===== config.mk =====
export PLATFORM = sky130hd
export DESIGN_NAME = aes_round_ctrl_flat
export DESIGN_NICKNAME = d
export VERILOG_FILES = /design/src/rtl/aes_round_ctrl_if.sv /design/src/rtl/aes_round_ctrl.sv /design/src/flat_wrapper.sv
export SDC_FILE = /design/constraint.sdc
export NUM_CORES = 1
export LEC_CHECK = 0
export CORE_MARGIN = 4
export CORE_UTILIZATION = 29
export DETAILED_ROUTE_END_ITERATION = 6
export SETUP_SLACK_MARGIN = 0.15
export SLEW_MARGIN = 30
export SYNTH_ARGS = -nofsm -noshare
export SYNTH_HDL_FRONTEND = slang
export SYNTH_SLANG_ARGS = --single-unit

===== constraint.sdc =====
create_clock -name clk_i -period 3.6 [get_ports clk_i]
set_input_delay 0.54 -clock clk_i [delete_from_list [all_inputs] [get_ports clk_i]]
set_output_delay 0.54 -clock clk_i [all_outputs]
set_load 0.03 [all_outputs]

===== src/rtl/aes_round_ctrl_if.sv =====
// rtl/aes_round_ctrl_if.sv - key, block, datapath and output handshake bundle for aes_round_ctrl
interface aes_round_ctrl_if;
    logic       key_valid_i;
    logic       key_ready_o;
    logic       key_start_o;
    logic       key_done_i;
    logic       key_loaded_o;
    logic       blk_valid_i;
    logic       blk_ready_o;
    logic       dp_load_o;
    logic       dp_round_en_o;
    logic       dp_final_o;
    logic [3:0] rk_idx_o;
    logic       out_valid_o;
    logic       out_ready_i;
    logic       busy_o;

    modport slave (
        input  key_valid_i, key_done_i, blk_valid_i, out_ready_i,
        output key_ready_o, key_start_o, key_loaded_o, blk_ready_o,
               dp_load_o, dp_round_en_o, dp_final_o, rk_idx_o,
               out_valid_o, busy_o
    );

    modport master (
        output key_valid_i, key_done_i, blk_valid_i, out_ready_i,
        input  key_ready_o, key_start_o, key_loaded_o, blk_ready_o,
               dp_load_o, dp_round_en_o, dp_final_o, rk_idx_o,
               out_valid_o, busy_o
    );
endinterface


===== src/rtl/aes_round_ctrl.sv =====
// rtl/aes_round_ctrl.sv - AES round sequencer; AES_CTRL_OVERLAP_EN lets a new block load on the output handshake
module aes_round_ctrl #(
    parameter int NR = 14
) (
    input  logic              clk_i,
    input  logic              rst_i,
    aes_round_ctrl_if.slave   bus
);
    typedef enum logic [2:0] {IDLE, KEXP, ROUND, FINAL, DONE} state_t;

    localparam logic [3:0] NR_L  = 4'(NR);
    localparam logic [3:0] NR_M1 = 4'(NR - 1);

    state_t     state_q, state_d;
    logic [3:0] r_q, r_d;
    logic       key_loaded_q, key_loaded_d;
    logic       key_start_q, key_start_d;

    logic       key_ready, blk_ready, dp_load, dp_round_en, dp_final, out_valid;
    logic [3:0] rk_idx;

    always_ff @(posedge clk_i or posedge rst_i) begin
        if (rst_i) begin
            state_q      <= IDLE;
            r_q          <= 4'd0;
            key_loaded_q <= 1'b0;
            key_start_q  <= 1'b0;
        end else begin
            state_q      <= state_d;
            r_q          <= r_d;
            key_loaded_q <= key_loaded_d;
            key_start_q  <= key_start_d;
        end
    end

    always_comb begin
        state_d      = state_q;
        r_d          = r_q;
        key_loaded_d = key_loaded_q;
        key_start_d  = 1'b0;
        key_ready    = 1'b0;
        blk_ready    = 1'b0;
        dp_load      = 1'b0;
        dp_round_en  = 1'b0;
        dp_final     = 1'b0;
        rk_idx       = 4'd0;
        out_valid    = 1'b0;

        case (state_q)
            IDLE: begin
                // Ready is masked while reset is held so every output reads 0 in reset.
                key_ready = !rst_i;
                blk_ready = key_loaded_q && !bus.key_valid_i;
                if (bus.key_valid_i) begin
                    state_d      = KEXP;
                    key_loaded_d = 1'b0;
                    key_start_d  = 1'b1;
                end else if (bus.blk_valid_i && blk_ready) begin
                    dp_load = 1'b1;
                    r_d     = 4'd1;
                    state_d = ROUND;
                end
            end
            KEXP: begin
                if (bus.key_done_i) begin
                    state_d      = IDLE;
                    key_loaded_d = 1'b1;
                end
            end
            ROUND: begin
                dp_round_en = 1'b1;
                rk_idx      = r_q;
                r_d         = r_q + 4'd1;
                if (r_q == NR_M1) begin
                    state_d = FINAL;
                end
            end
            FINAL: begin
                dp_round_en = 1'b1;
                dp_final    = 1'b1;
                rk_idx      = NR_L;
                r_d         = 4'd0;
                state_d     = DONE;
            end
            DONE: begin
                out_valid = 1'b1;
                if (bus.out_ready_i) begin
                    state_d = IDLE;
                end
`ifdef AES_CTRL_OVERLAP_EN
                // The next block loads while the finished ciphertext is being taken.
                blk_ready = bus.out_ready_i && !bus.key_valid_i;
                if (bus.blk_valid_i && blk_ready) begin
                    dp_load = 1'b1;
                    r_d     = 4'd1;
                    state_d = ROUND;
                end
`endif
            end
            default: begin
                state_d = IDLE;
            end
        endcase
    end

    assign bus.key_ready_o   = key_ready;
    assign bus.key_start_o   = key_start_q;
    assign bus.key_loaded_o  = key_loaded_q;
    assign bus.blk_ready_o   = blk_ready;
    assign bus.dp_load_o     = dp_load;
    assign bus.dp_round_en_o = dp_round_en;
    assign bus.dp_final_o    = dp_final;
    assign bus.rk_idx_o      = rk_idx;
    assign bus.out_valid_o   = out_valid;
    assign bus.busy_o        = (state_q != IDLE);
endmodule


===== src/flat_wrapper.sv =====
// flat-port wrapper written by rule: the top's interface ports become plain ports
module aes_round_ctrl_flat 
#(
    parameter int NR = 14
)
  (clk_i, rst_i, bus_key_valid_i, bus_key_done_i, bus_blk_valid_i, bus_out_ready_i, bus_key_ready_o, bus_key_start_o, bus_key_loaded_o, bus_blk_ready_o, bus_dp_load_o, bus_dp_round_en_o, bus_dp_final_o, bus_rk_idx_o, bus_out_valid_o, bus_busy_o);
  aes_round_ctrl_if bus_i ();
  input  logic clk_i;
  input  logic rst_i;
  input wire logic [$bits(bus_i.key_valid_i)-1:0] bus_key_valid_i;
  input wire logic [$bits(bus_i.key_done_i)-1:0] bus_key_done_i;
  input wire logic [$bits(bus_i.blk_valid_i)-1:0] bus_blk_valid_i;
  input wire logic [$bits(bus_i.out_ready_i)-1:0] bus_out_ready_i;
  output wire logic [$bits(bus_i.key_ready_o)-1:0] bus_key_ready_o;
  output wire logic [$bits(bus_i.key_start_o)-1:0] bus_key_start_o;
  output wire logic [$bits(bus_i.key_loaded_o)-1:0] bus_key_loaded_o;
  output wire logic [$bits(bus_i.blk_ready_o)-1:0] bus_blk_ready_o;
  output wire logic [$bits(bus_i.dp_load_o)-1:0] bus_dp_load_o;
  output wire logic [$bits(bus_i.dp_round_en_o)-1:0] bus_dp_round_en_o;
  output wire logic [$bits(bus_i.dp_final_o)-1:0] bus_dp_final_o;
  output wire logic [$bits(bus_i.rk_idx_o)-1:0] bus_rk_idx_o;
  output wire logic [$bits(bus_i.out_valid_o)-1:0] bus_out_valid_o;
  output wire logic [$bits(bus_i.busy_o)-1:0] bus_busy_o;
  assign bus_i.key_valid_i = bus_key_valid_i;
  assign bus_i.key_done_i = bus_key_done_i;
  assign bus_i.blk_valid_i = bus_blk_valid_i;
  assign bus_i.out_ready_i = bus_out_ready_i;
  assign bus_key_ready_o = bus_i.key_ready_o;
  assign bus_key_start_o = bus_i.key_start_o;
  assign bus_key_loaded_o = bus_i.key_loaded_o;
  assign bus_blk_ready_o = bus_i.blk_ready_o;
  assign bus_dp_load_o = bus_i.dp_load_o;
  assign bus_dp_round_en_o = bus_i.dp_round_en_o;
  assign bus_dp_final_o = bus_i.dp_final_o;
  assign bus_rk_idx_o = bus_i.rk_idx_o;
  assign bus_out_valid_o = bus_i.out_valid_o;
  assign bus_busy_o = bus_i.busy_o;
  aes_round_ctrl #(.NR(NR)) u_core (.clk_i(clk_i), .rst_i(rst_i), .bus(bus_i));
endmodule

After elaboration in Yosys (flattened, before gate mapping) --
Index checks and enable logic that the tools add are counted.
Operators by class: add/sub/neg operators 1, equal/unequal tests 12, multiplexer cells 23, reductions and logical operators 12
Operators by type and width (number):
- two-way mux 3 bit | 5
- case mux 3 bit (5 select lines) | 1
- two-way mux 1 bit | 12
- case mux 4 bit (3 select lines) | 1
- two-way mux 4 bit | 2
- != test 2 bit (second input constant) | 4
- case mux 4 bit (2 select lines) | 1
- == test 3 x 2 -> 1 bit (second input constant) | 2
- AND reduction 3 bit | 2
- nonzero test 3 bit | 2
- adder 4 x 1 -> 4 bit (second input constant) | 1
- == test 4 bit (second input constant) | 1
- != test 2 x 1 -> 1 bit (second input constant) | 2
- AND reduction 4 bit | 1
- == test 3 x 1 -> 1 bit (second input constant) | 1
- == test 3 bit (second input constant) | 1
- logical NOT 3 bit | 1
- != test 3 x 2 -> 1 bit (second input constant) | 1
- logical AND 1 bit | 2
- logical NOT 1 bit | 2
- case mux 1 bit (2 select lines) | 1
- nonzero test 2 bit | 1
- OR reduction 2 bit | 1
Storage, ports and cells: register bits 9, logic and storage cells 52

Longest topological paths before layout --
Gate-level depths: netlist of the first run.
depth after elaboration 6, gate-level depth with buffers 5, gate-level depth less buffers 5

Least setup slack after synthesis of the first run --
Ideal clock, no wire load.
kind register -> output, from reg u_core.key_loaded_q, in the netlist u_core.bus.key_loaded_o, to out bus_dp_load_o, arrival time 1.771 ns, data required time 3.060 ns, slack 1.289 ns, cell stages (with the launch flop) 3, buffers on the path 0, cells stage by stage dfrtp_1 > and3b_1 > nor4b_1
Between the ends: word-level cells in the longest chain between the ends 5
RTL lines:
- start, declared | RTL line aes_round_ctrl.sv:16 | logic key_loaded_q, key_loaded_d;
- start signal, assigned | RTL line aes_round_ctrl.sv:31 | key_loaded_q <= key_loaded_d;
- logical AND 1 bit | RTL line aes_round_ctrl.sv:53 | blk_ready = key_loaded_q && !bus.key_valid_i;
- logical AND 1 bit | RTL line aes_round_ctrl.sv:58 | end else if (bus.blk_valid_i && blk_ready) begin
- two-way mux 1 bit | RTL line aes_round_ctrl.sv:58
- two-way mux 1 bit | RTL line aes_round_ctrl.sv:54 | if (bus.key_valid_i) begin
- two-way mux 1 bit | RTL line aes_round_ctrl.sv:49 | case (state_q)
- end, declared | RTL line flat_wrapper.sv:18 | output wire logic [$bits(bus_i.dp_load_o)-1:0] bus_dp_load_o;
Every way passes these cells.

Worst setup path after layout of the first run --
from in bus_key_valid_i, to out bus_dp_load_o
Between the ends: word-level cells in the longest chain between the ends 6
RTL lines:
- start, declared | RTL line flat_wrapper.sv:10 | input wire logic [$bits(bus_i.key_valid_i)-1:0] bus_key_valid_i;
- logical NOT 1 bit | RTL line aes_round_ctrl.sv:53
- logical AND 1 bit | RTL line aes_round_ctrl.sv:53
- logical AND 1 bit | RTL line aes_round_ctrl.sv:58
- two-way mux 1 bit | RTL line aes_round_ctrl.sv:58
- two-way mux 1 bit * | RTL line aes_round_ctrl.sv:54
- two-way mux 1 bit * | RTL line aes_round_ctrl.sv:49
Every way passes the cells marked *; elsewhere a longest branch is shown, timed or not.

==> results of run 1 <==
-- critical path, cell delays in order --
cell and delay, ns:
clkdlybuf4s50_1 0.50, and3b_1 0.27, nor4b_1 0.23, clkdlybuf4s50_1 0.72
-- state kept, by name (all words and copies together), names as in the netlist --
| signal | flops |
|---|---|
| u_core.bus.key_loaded_o | 1 |
| u_core.bus.key_start_o | 1 |
| u_core.r_q | 4 |
| u_core.state_q | 3 |
-- cell usage in the layout, fill, tap and decap left out, drive strengths merged --
cell           instances
a211o                  1
a21o                   3
a21oi                  1
a22o                   1
and2                   1
and3b                  1
clkbuf                 4
clkdlybuf4s50         18
dfrtp                  9
ha                     2
inv                    5
mux2i                  2
nand2                  2
nand2b                 2
nand3                  2
nor2                  13
nor3                   2
nor3b                  3
nor4b                  1
nor4bb                 1
o21ai                  1
o21bai                 1
o2bb2ai                2
or2                    1
or3                    2
-- cells by family (layout without fill, tap and decap cells) --
family | count (synthesis) | count (layout) | share of synthesized area (%)
simple gates | 31 | 31 | 32.3
compound gates | 10 | 10 | 13.2
buf+inv | 8 | 27 | 7.03
mux | 2 | 2 | 3.52
fa+ha+maj | 2 | 2 | 4.39
flops | 9 | 9 | 39.6
-- power by group through the flow --
stage | clock network (mW) | logic [mW] | registers [mW]
final | 0.0804 | 0.392 | 0.220
after global routing | 0.0871 | 0.428 | 0.232
after CTS | 0.0845 | 0.399 | 0.221
after detailed placement | 0 | 0.398 | 0.223
after global placement | 0 | 0.394 | 0.222
after floorplan | 0 | 0.292 | 0.197
-- layout make-up --
cell class | instances | area, sq um
repair buffers | 18 | 180
inverters | 5 | 18.8
multi-input cells | 45 | 304
fillers | 204 | 1020
flip-flops and latches | 9 | 225
clock buffers | 4 | 26.3
well taps | 25 | 31.3
-- path summary, 6_finish.rpt --
check | start | end | slack [ns] | cells after the start
setup reg to reg | u_core.state_q[0]$_DFFE_PP0P_ | u_core.r_q[1]$_DFFE_PP0P_ | 2.26 | 3
max in group asynchronous | rst_i | u_core.state_q[2]$_DFFE_PP0P_ | 2.77 | 2
min in group asynchronous | rst_i | u_core.bus.key_start_o$_DFF_PP0_ | 0.58 | 2
setup / recovery | bus_key_valid_i | bus_dp_load_o | 0.80 | 4
hold / removal | u_core.r_q[1]$_DFFE_PP0P_ | u_core.r_q[1]$_DFFE_PP0P_ | 0.56 | 1
hold reg to reg | u_core.r_q[1]$_DFFE_PP0P_ | u_core.r_q[1]$_DFFE_PP0P_ | 0.56 | 1
-- layer usage --
metal  vias to the layer above  wire length [microns]  GRT usage [%]
met4                         0                     13           6.38
met3                         2                     57           3.70
li1                        250                      -              -
met2                        10                    584           16.5
met1                       230                    581           12.7
met5                         -                      0              0
-- stage by stage --
stage	power (mW)	setup WS (ns)	util, %
2_1_floorplan	0.490	1.29	-
3_3_place_gp	0.616	0.837	42.2
3_5_place_dp	0.621	0.820	42.2
4_1_cts	0.705	0.807	43.6
5_1_grt	0.747	0.698	43.6
6_report	0.693	0.799	43.6
==> out/qor.csv, run 1 <==
metric,value,unit
CTS tree,yes,
die width,52.3,microns
Seq cells post-synth,9,
mapped cell area,569,sq um
I/O Buffers,18,
Worst-Skew Late Latency,0.26,ns
Synthesized Nets,70,
Switch Pwr,0.322,mW
Final period util,77.8,%
Area Overhead vs Synth,38.0,%
Mapped Cells,62,
DR vias,492,
RSZ-0062 raised after global routing,no,
Area after DPL,759,sq um
crit start category,input port,
Root Buffer,clkbuf_4,
clk buf depth,2,
kind of critical path,input port to primary output,
first-pass GRT wire length,2130,microns
Comb power frac,56.6,%
RePlAce Congestion,0.709,
leakage,0.357,nW
pin count of the biggest net entering global routing,16,
routed wire length per instance,11.7,microns
Max transition margin,70.9,%
hold_ws,0.560,ns
switching share of power,46.4,%
dpl hpwl,951,microns
Ports,19,
Total GRT Usage,10.7,%
global route overflow,0,
PwrDens,882,mW/mm^2
Clk pwr share,11.6,%
f_max,0.357,GHz
Synth top area share,39.6,%
post-CTS setup buffers,0,
antenna cells,0,
ys async rst share,100,%
post-CTS sizing,0,
total CTS buffers,3,
initial core utilization,31.6,%
Max Cap Viol,0,
Initial DRT Pass Iterations,1,
P_int,0.371,mW
H-Tree Depth,1,
outcome,completed,
non-filler cells in the finished layout,106,
total negative slack,0,ns
row cnt,15,
Worst-path clk slew,0.06,ns
final WL,1240,microns
worst slew pin tran,0.436,ns
"Req. time, crit path",3.06,ns
Final Setup Violations,0,
vias in the first global route,480,
Max Clock Skew,0.000684,ns
total number of yosys warnings,0,
Avg Inst Size Synth,9.18,sq um
fin crit period,2.80,ns
peak supply drop,364,uV
sequential power share,31.8,%
final hold violation count,0,
critical path endpoint category,primary output,
"Slew Viols, Final",0,
Die Y,52.3,microns
Initial DRC Count,0,
initial antenna violation count,0,
core footprint,0.00180,sq mm
Die ar.,0.00274,sq mm
layout cells sized above 1,9.88,%
top cell type by total area after synthesis,dfrtp_1,
Yosys cell types,28,
number of flops mapped to enable cells by yosys,0,
ys flop type,dfrtp_1,
top post-synthesis cells by area,"dfrtp_1 40%, nor2_1 8.6%, ha_1 4.4%, a21o_1 4.0%, mux2i_1 3.5%",
CTS Hold Buffers Added,0,
CP max FO,6,
Final ANT Viol Nets,0,
sequential share of the synthesized area,39.6,%
DRC,0,
most common cell in the synthesized netlist,nor2_1,
WP data arrival,2.26,ns
Worst Hold Class,flip-flop to flip-flop,
post-DR vias/cell,4.64,
Clock Sinks,9,
Final #Nets,90,
post-route cell area,786,sq um
Placed Instances,102,
commonest cells in the netlist,"13 x nor2_1, 9 x dfrtp_1, 5 x inv_1, 3 x a21o_1",
No activity file was read; power rests on OpenSTA's default activity.
==> run 2, diff against run 1 <==
Clock period 3.6 ns to 2.3 ns, I/O delays scaled along.
==> out/qor.csv, run 2 (same netlist as run 1, synthesis figures left out) <==
metric,value,unit,change
largest registers,"u_core.r_q: 4 flops, u_core.state_q: 3 flops",,unchanged
post-route cell area,791,sq um,was 786 sq um
post-CTS setup buffers,0,,unchanged
antenna cells,0,,unchanged
R2R depth,4,,was 3
most frequent cells in the layout,"13 x nor2_1, 9 x dfrtp_1, 8 x dlygate4sd2_1",,"was 18 x clkdlybuf4s50_1, 13 x nor2_1, 9 x dfrtp_1"
Initial DRT Pass Iterations,2,,was 1
Top delay family on crit path,simple AND/OR/NAND/NOR gates,,was buffers and inverters
Max Clock Skew,0.00387,ns,was 0.000684 ns
Post-Route Utilization,43.9,%,was 43.6%
kind of critical path,flip-flop to primary output,,was input port to primary output
RePlAce Congestion,0.721,,was 0.709
Initial DRC Count,4,,was 0
final hold violation count,0,,unchanged
total power,1.06,mW,was 0.693 mW
die width,52.3,microns,unchanged
Top reg by flops,u_core.r_q,,unchanged
Largest register FFs,4,,unchanged
row cnt,15,,unchanged
Ports,19,,unchanged
"Max stage delay cell, worst path",dfrtp_1,,was clkdlybuf4s50_1
CP max stage delay,0.49,ns,was 0.72 ns
CTS Hold Buffers Added,0,,unchanged
leakage,0.413,nW,was 0.357 nW
"Req. time, crit path",1.96,ns,was 3.06 ns
fin crit period,2.01,ns,
"commonest non-fill, non-tap cell in the layout",nor2_1,,was clkdlybuf4s50_1
FF-to-FF End,u_core.r_q[1]$_DFFE_PP0P_,,unchanged
metal2 WL,620,microns,was 584 microns
H-Tree Depth,1,,unchanged
Worst-Skew Late Latency,0.26,ns,about the same
Placed Instances,104,,was 102
Area after DPL,772,sq um,was 759 sq um
DR vias,502,,was 492
setup ws final,0.291,ns,was 0.799 ns
layout cells sized above 1,13.3,%,was 9.88%
CP max FO,12,,was 6
Root Buffer,clkbuf_4,,unchanged
dpl hpwl,1020,microns,was 951 microns
worst path cell trace,or3_4 > nor3b_2 > clkdlybuf4s15_1,,was clkdlybuf4s50_1 > and3b_1 > nor4b_1 > clkdlybuf4s50_1
Worst Hold Class,input port to async pin,,was flip-flop to flip-flop
Max transition margin,76.7,%,was 70.9%
final WL,1260,microns,was 1240 microns
initial core utilization,31.6,%,unchanged
Final period util,87.3,%,
vias in the first global route,503,,was 480
peak supply drop,476,uV,was 364 uV
Worst-path clk slew,0.06,ns,about the same
Top Metal Used,met4,,unchanged
crit start category,flip-flop,,was input port
CP startpoint,u_core.state_q[2]$_DFFE_PP0P_,,was bus_key_valid_i
Critical R2R Launch,u_core.state_q[0]$_DFFE_PP0P_,,unchanged
WL met3,106,microns,was 57 microns
Post-Route M1 WL,515,microns,was 581 microns
Final #Nets,92,,was 90
total negative slack,0,ns,unchanged
global route overflow,0,,unchanged
Total GRT Usage,10.8,%,was 10.7%
f_max,0.498,GHz,
post-DR vias/cell,4.65,,was 4.64
Worst Path Buf+Inv,1,,was 2
DRC,0,,unchanged
core footprint,0.00180,sq mm,unchanged
worst slew pin tran,0.348,ns,was 0.436 ns
critical path endpoint category,primary output,,unchanged
clk buf depth,2,,unchanged
WP data arrival,1.66,ns,was 2.26 ns
Die Y,52.3,microns,unchanged
Clock Sinks,9,,unchanged
Area Overhead vs Synth,38.9,%,was 38.0%
RSZ-0062 raised after global routing,yes,,was no
CTS tree,yes,,unchanged
non-filler cells in the finished layout,108,,was 106
pin count of the biggest net entering global routing,13,,was 16
total CTS buffers,3,,unchanged
"setup slack, reg-to-reg",0.97,ns,was 2.26 ns
Die ar.,0.00274,sq mm,unchanged
Setup WS pre-CTS,0.208,ns,was 0.820 ns
Max Cap Viol,0,,unchanged
Final Setup Violations,0,,unchanged
initial antenna violation count,0,,unchanged
first-pass GRT wire length,2120,microns,was 2130 microns
outcome,completed,,unchanged
hold_ws,0.375,ns,was 0.560 ns
routed wire length per instance,11.7,microns,about the same
I/O Buffers,18,,unchanged
PwrDens,1350,mW/mm^2,was 882 mW/mm^2
Final ANT Viol Nets,0,,unchanged
"Slew Viols, Final",0,,unchanged
run 2: cell count changes in the layout (fill, tap and decap cells not counted), sizes merged:
| cell | change |
|---|---|
| buf | +3 |
| clkdlybuf4s15 | +1 |
| clkdlybuf4s50 | -11 |
| dlygate4sd2 | +8 |
| dlymetal6s2s | +1 |
run 2: worst register-to-register path, delay by kind of cell, from the launching register on:
| kind | cells | cell delay [ns] |
|---|---|---|
| DFF | 1 | 0.41 |
| AOI/OAI and AO/OA | 2 | 0.33 |
| and+or+nand+nor | 1 | 0.28 |
| buffers and inverters | 1 | 0.19 |
run 2: final cells by class:
| cell class | instances | area (sq um) |
|---|---|---|
| Clock buffer | 4 | 26.3 |
| Sequential cell | 9 | 225 |
| Fill cell | 194 | 1010 |
| Inverter | 5 | 18.8 |
| Timing Repair Buffer | 20 | 185 |
| Tap cell | 25 | 31.3 |
| Multi-Input combinational cell | 45 | 304 |
run 2: what timing repair did:
action	CTS	global route
gates resized for setup	9	2
endpoints found under the setup margin	9	2
gates cloned	0	0
run 2: worst max path at each step:
stage                           end  slack [ns]  depth (start not counted)
global placement    bus_blk_ready_o        0.24                          3
floorplan             bus_dp_load_o        0.18                          2
finish              bus_blk_ready_o        0.29                          3
global route        bus_blk_ready_o        0.15                          3
detailed placement  bus_blk_ready_o        0.21                          3
CTS                      bus_busy_o        0.19                          2
run 2: report_power, final:
part / leakage [nW] / internal, mW / switching [mW]
Clock: 0.0150 / 0.0666 / 0.0519
Sequential: 0.117 / 0.222 / 0.0884
Combinational: 0.281 / 0.277 / 0.359
Total: 0.413 / 0.566 / 0.499
run 2: per-layer routing:
metal / global-route usage, % / vias up
li1: - / 254
met1: 10.7 / 232
met2: 18.2 / 14
met3: 6.55 / 2
met4: 3.83 / 0
met5: 0 / -
==> run 3, diff against run 2 <==
Settings changed: GPL_TIMING_DRIVEN set to 0.
==> out/qor.csv, run 3 (same netlist as run 1, synthesis figures left out) <==
metric,value,unit,change
PwrDens,1350,mW/mm^2,about the same
Root Buffer,clkbuf_4,,unchanged
leakage,0.480,nW,was 0.413 nW
Sequential Area,225,sq um,unchanged
total power,1.09,mW,was 1.06 mW
largest registers,"u_core.r_q: 4 flops, u_core.state_q: 3 flops",,unchanged
routed wire length per instance,11.9,microns,was 11.7 microns
RePlAce Congestion,0.764,,was 0.721
initial antenna violation count,0,,unchanged
post-CTS setup buffers,0,,unchanged
Worst Hold Class,input port to async pin,,unchanged
dpl hpwl,966,microns,was 1020 microns
P_int,0.583,mW,was 0.566 mW
row cnt,15,,unchanged
layout cells sized above 1,15.5,%,was 13.3%
Area Overhead vs Synth,42.2,%,was 38.9%
Die ar.,0.00274,sq mm,unchanged
f_max,0.496,GHz,was 0.498 GHz
post-DR vias/cell,4.62,,was 4.65
switching share of power,46.6,%,was 46.9%
final hold violation count,0,,unchanged
Final ANT Viol Nets,0,,unchanged
Comb power frac,62.2,%,was 59.8%
initial core utilization,31.6,%,unchanged
WP data arrival,1.67,ns,was 1.66 ns
sequential power share,26.5,%,was 29.1%
fin crit period,2.02,ns,was 2.01 ns
DR vias,504,,was 502
kind of critical path,flip-flop to primary output,,unchanged
hold_ws,0.374,ns,was 0.375 ns
Clock Sinks,9,,unchanged
Final #Nets,93,,was 92
area of the multi-input gates,304,sq um,unchanged
FILL cells,196,,was 194
Worst-path clk slew,0.07,ns,was 0.06 ns
most frequent cells in the layout,"13 x nor2_1, 9 x dfrtp_1, 8 x clkdlybuf4s50_1",,"was 13 x nor2_1, 9 x dfrtp_1, 8 x dlygate4sd2_1"
Total GRT Usage,10.8,%,about the same
"Req. time, crit path",1.96,ns,about the same
antenna cells,0,,unchanged
setup ws final,0.282,ns,was 0.291 ns
Initial DRT Pass Iterations,2,,unchanged
core footprint,0.00180,sq mm,unchanged
Max Clock Skew,0.00889,ns,was 0.00387 ns
Top reg by flops,u_core.r_q,,unchanged
worst slew pin tran,0.356,ns,was 0.348 ns
Ports,19,,unchanged
Max Cap Viol,0,,unchanged
RSZ-0062 raised after global routing,no,,was yes
Final Setup Violations,0,,unchanged
outcome,completed,,unchanged
I/O Buffers,18,,unchanged
critical path endpoint category,primary output,,unchanged
die width,52.3,microns,unchanged
peak supply drop,441,uV,was 476 uV
Die Y,52.3,microns,unchanged
DRC,0,,unchanged
Initial DRC Count,4,,unchanged
Worst-Skew Late Latency,0.26,ns,about the same
Largest register FFs,4,,unchanged
pin count of the biggest net entering global routing,11,,was 13
H-Tree Depth,1,,unchanged
"commonest non-fill, non-tap cell in the layout",nor2_1,,unchanged
Final period util,87.7,%,was 87.3%
CP max FO,10,,was 12
total CTS buffers,3,,unchanged
Max transition margin,76.2,%,was 76.7%
final WL,1300,microns,was 1260 microns
Clk pwr share,11.3,%,was 11.1%
CTS tree,yes,,unchanged
"Slew Viols, Final",0,,unchanged
vias in the first global route,487,,was 503
first-pass GRT wire length,2170,microns,was 2120 microns
clk buf depth,2,,unchanged
crit start category,flip-flop,,unchanged
Setup WS pre-CTS,-0.119,ns,was 0.208 ns
Switch Pwr,0.509,mW,was 0.499 mW
global route overflow,0,,unchanged
-- run 3: cell type report --
cell class                 count  share of cell area, %
tap                           25                   3.86
clock buffer                   4                   3.25
sequential                     9                   27.8
inverter                       5                   2.32
multi-input combinational     45                   37.6
timing repair buffer          18                   22.6
buffer                         3                   2.63
-- run 3: timing repair --
| item | 4_1_cts | 5_1_grt |
|---|---|---|
| gates resized for setup | 4 | 11 |
| setup endpoints to repair | 4 | 8 |
| hold buffers | 0 | 0 |
-- run 3: routing by layer --
layer  routed length (microns)  global-route usage, %  share of wire [%]  vias up
met5                         0                      0                  0        -
met4                        12                   2.55               0.92        0
met3                        81                   5.41                6.2        2
met2                       625                   18.0                 48       13
met1                       581                   12.1                 45      235
li1                          -                      -                  -      254
-- run 3: per-stage QoR --
| step | instances | util [%] | area, sq um | setup TNS, ns |
|---|---|---|---|---|
| final | 109 | 44.9 | 810 | 0 |
| after global routing | 109 | 44.9 | 810 | 0 |
| after CTS | 109 | 44.5 | 802 | 0 |
| after detailed placement | 105 | 43.3 | 781 | -0.119 |
| after global placement | 105 | 43.3 | 781 | -0.149 |
| after floorplan | 62 | - | 569 | 0 |
-- run 3: worst paths after layout --
check	end	from	slack, ns	cells after the start
max	bus_key_ready_o	u_core.state_q[2]$_DFFE_PP0P_	0.28	4
min	u_core.state_q[0]$_DFFE_PP0P_	rst_i	0.37	2
max reg2reg	u_core.r_q[1]$_DFFE_PP0P_	u_core.state_q[0]$_DFFE_PP0P_	1.10	3
min reg2reg	u_core.r_q[3]$_DFFE_PP0P_	u_core.r_q[3]$_DFFE_PP0P_	0.57	1
max in group asynchronous	u_core.r_q[2]$_DFFE_PP0P_	rst_i	1.66	2
min in group clk_i	u_core.r_q[3]$_DFFE_PP0P_	u_core.r_q[3]$_DFFE_PP0P_	0.57	1
-- run 3: critical path, stage by stage (launching register included) --
cell,delay (ns)
dfrtp_1,0.38
buf_2,0.18
or3_4,0.36
nor2_1,0.09
dlygate4sd2_1,0.40
-- run 3: power by group through the flow --
stage	clock network (mW)	logic [mW]	registers, mW
floorplan	0	0.457	0.309
global placement	0	0.701	0.293
detailed placement	0	0.710	0.292
CTS	0.129	0.698	0.290
global route	0.140	0.741	0.307
finish	0.123	0.678	0.290
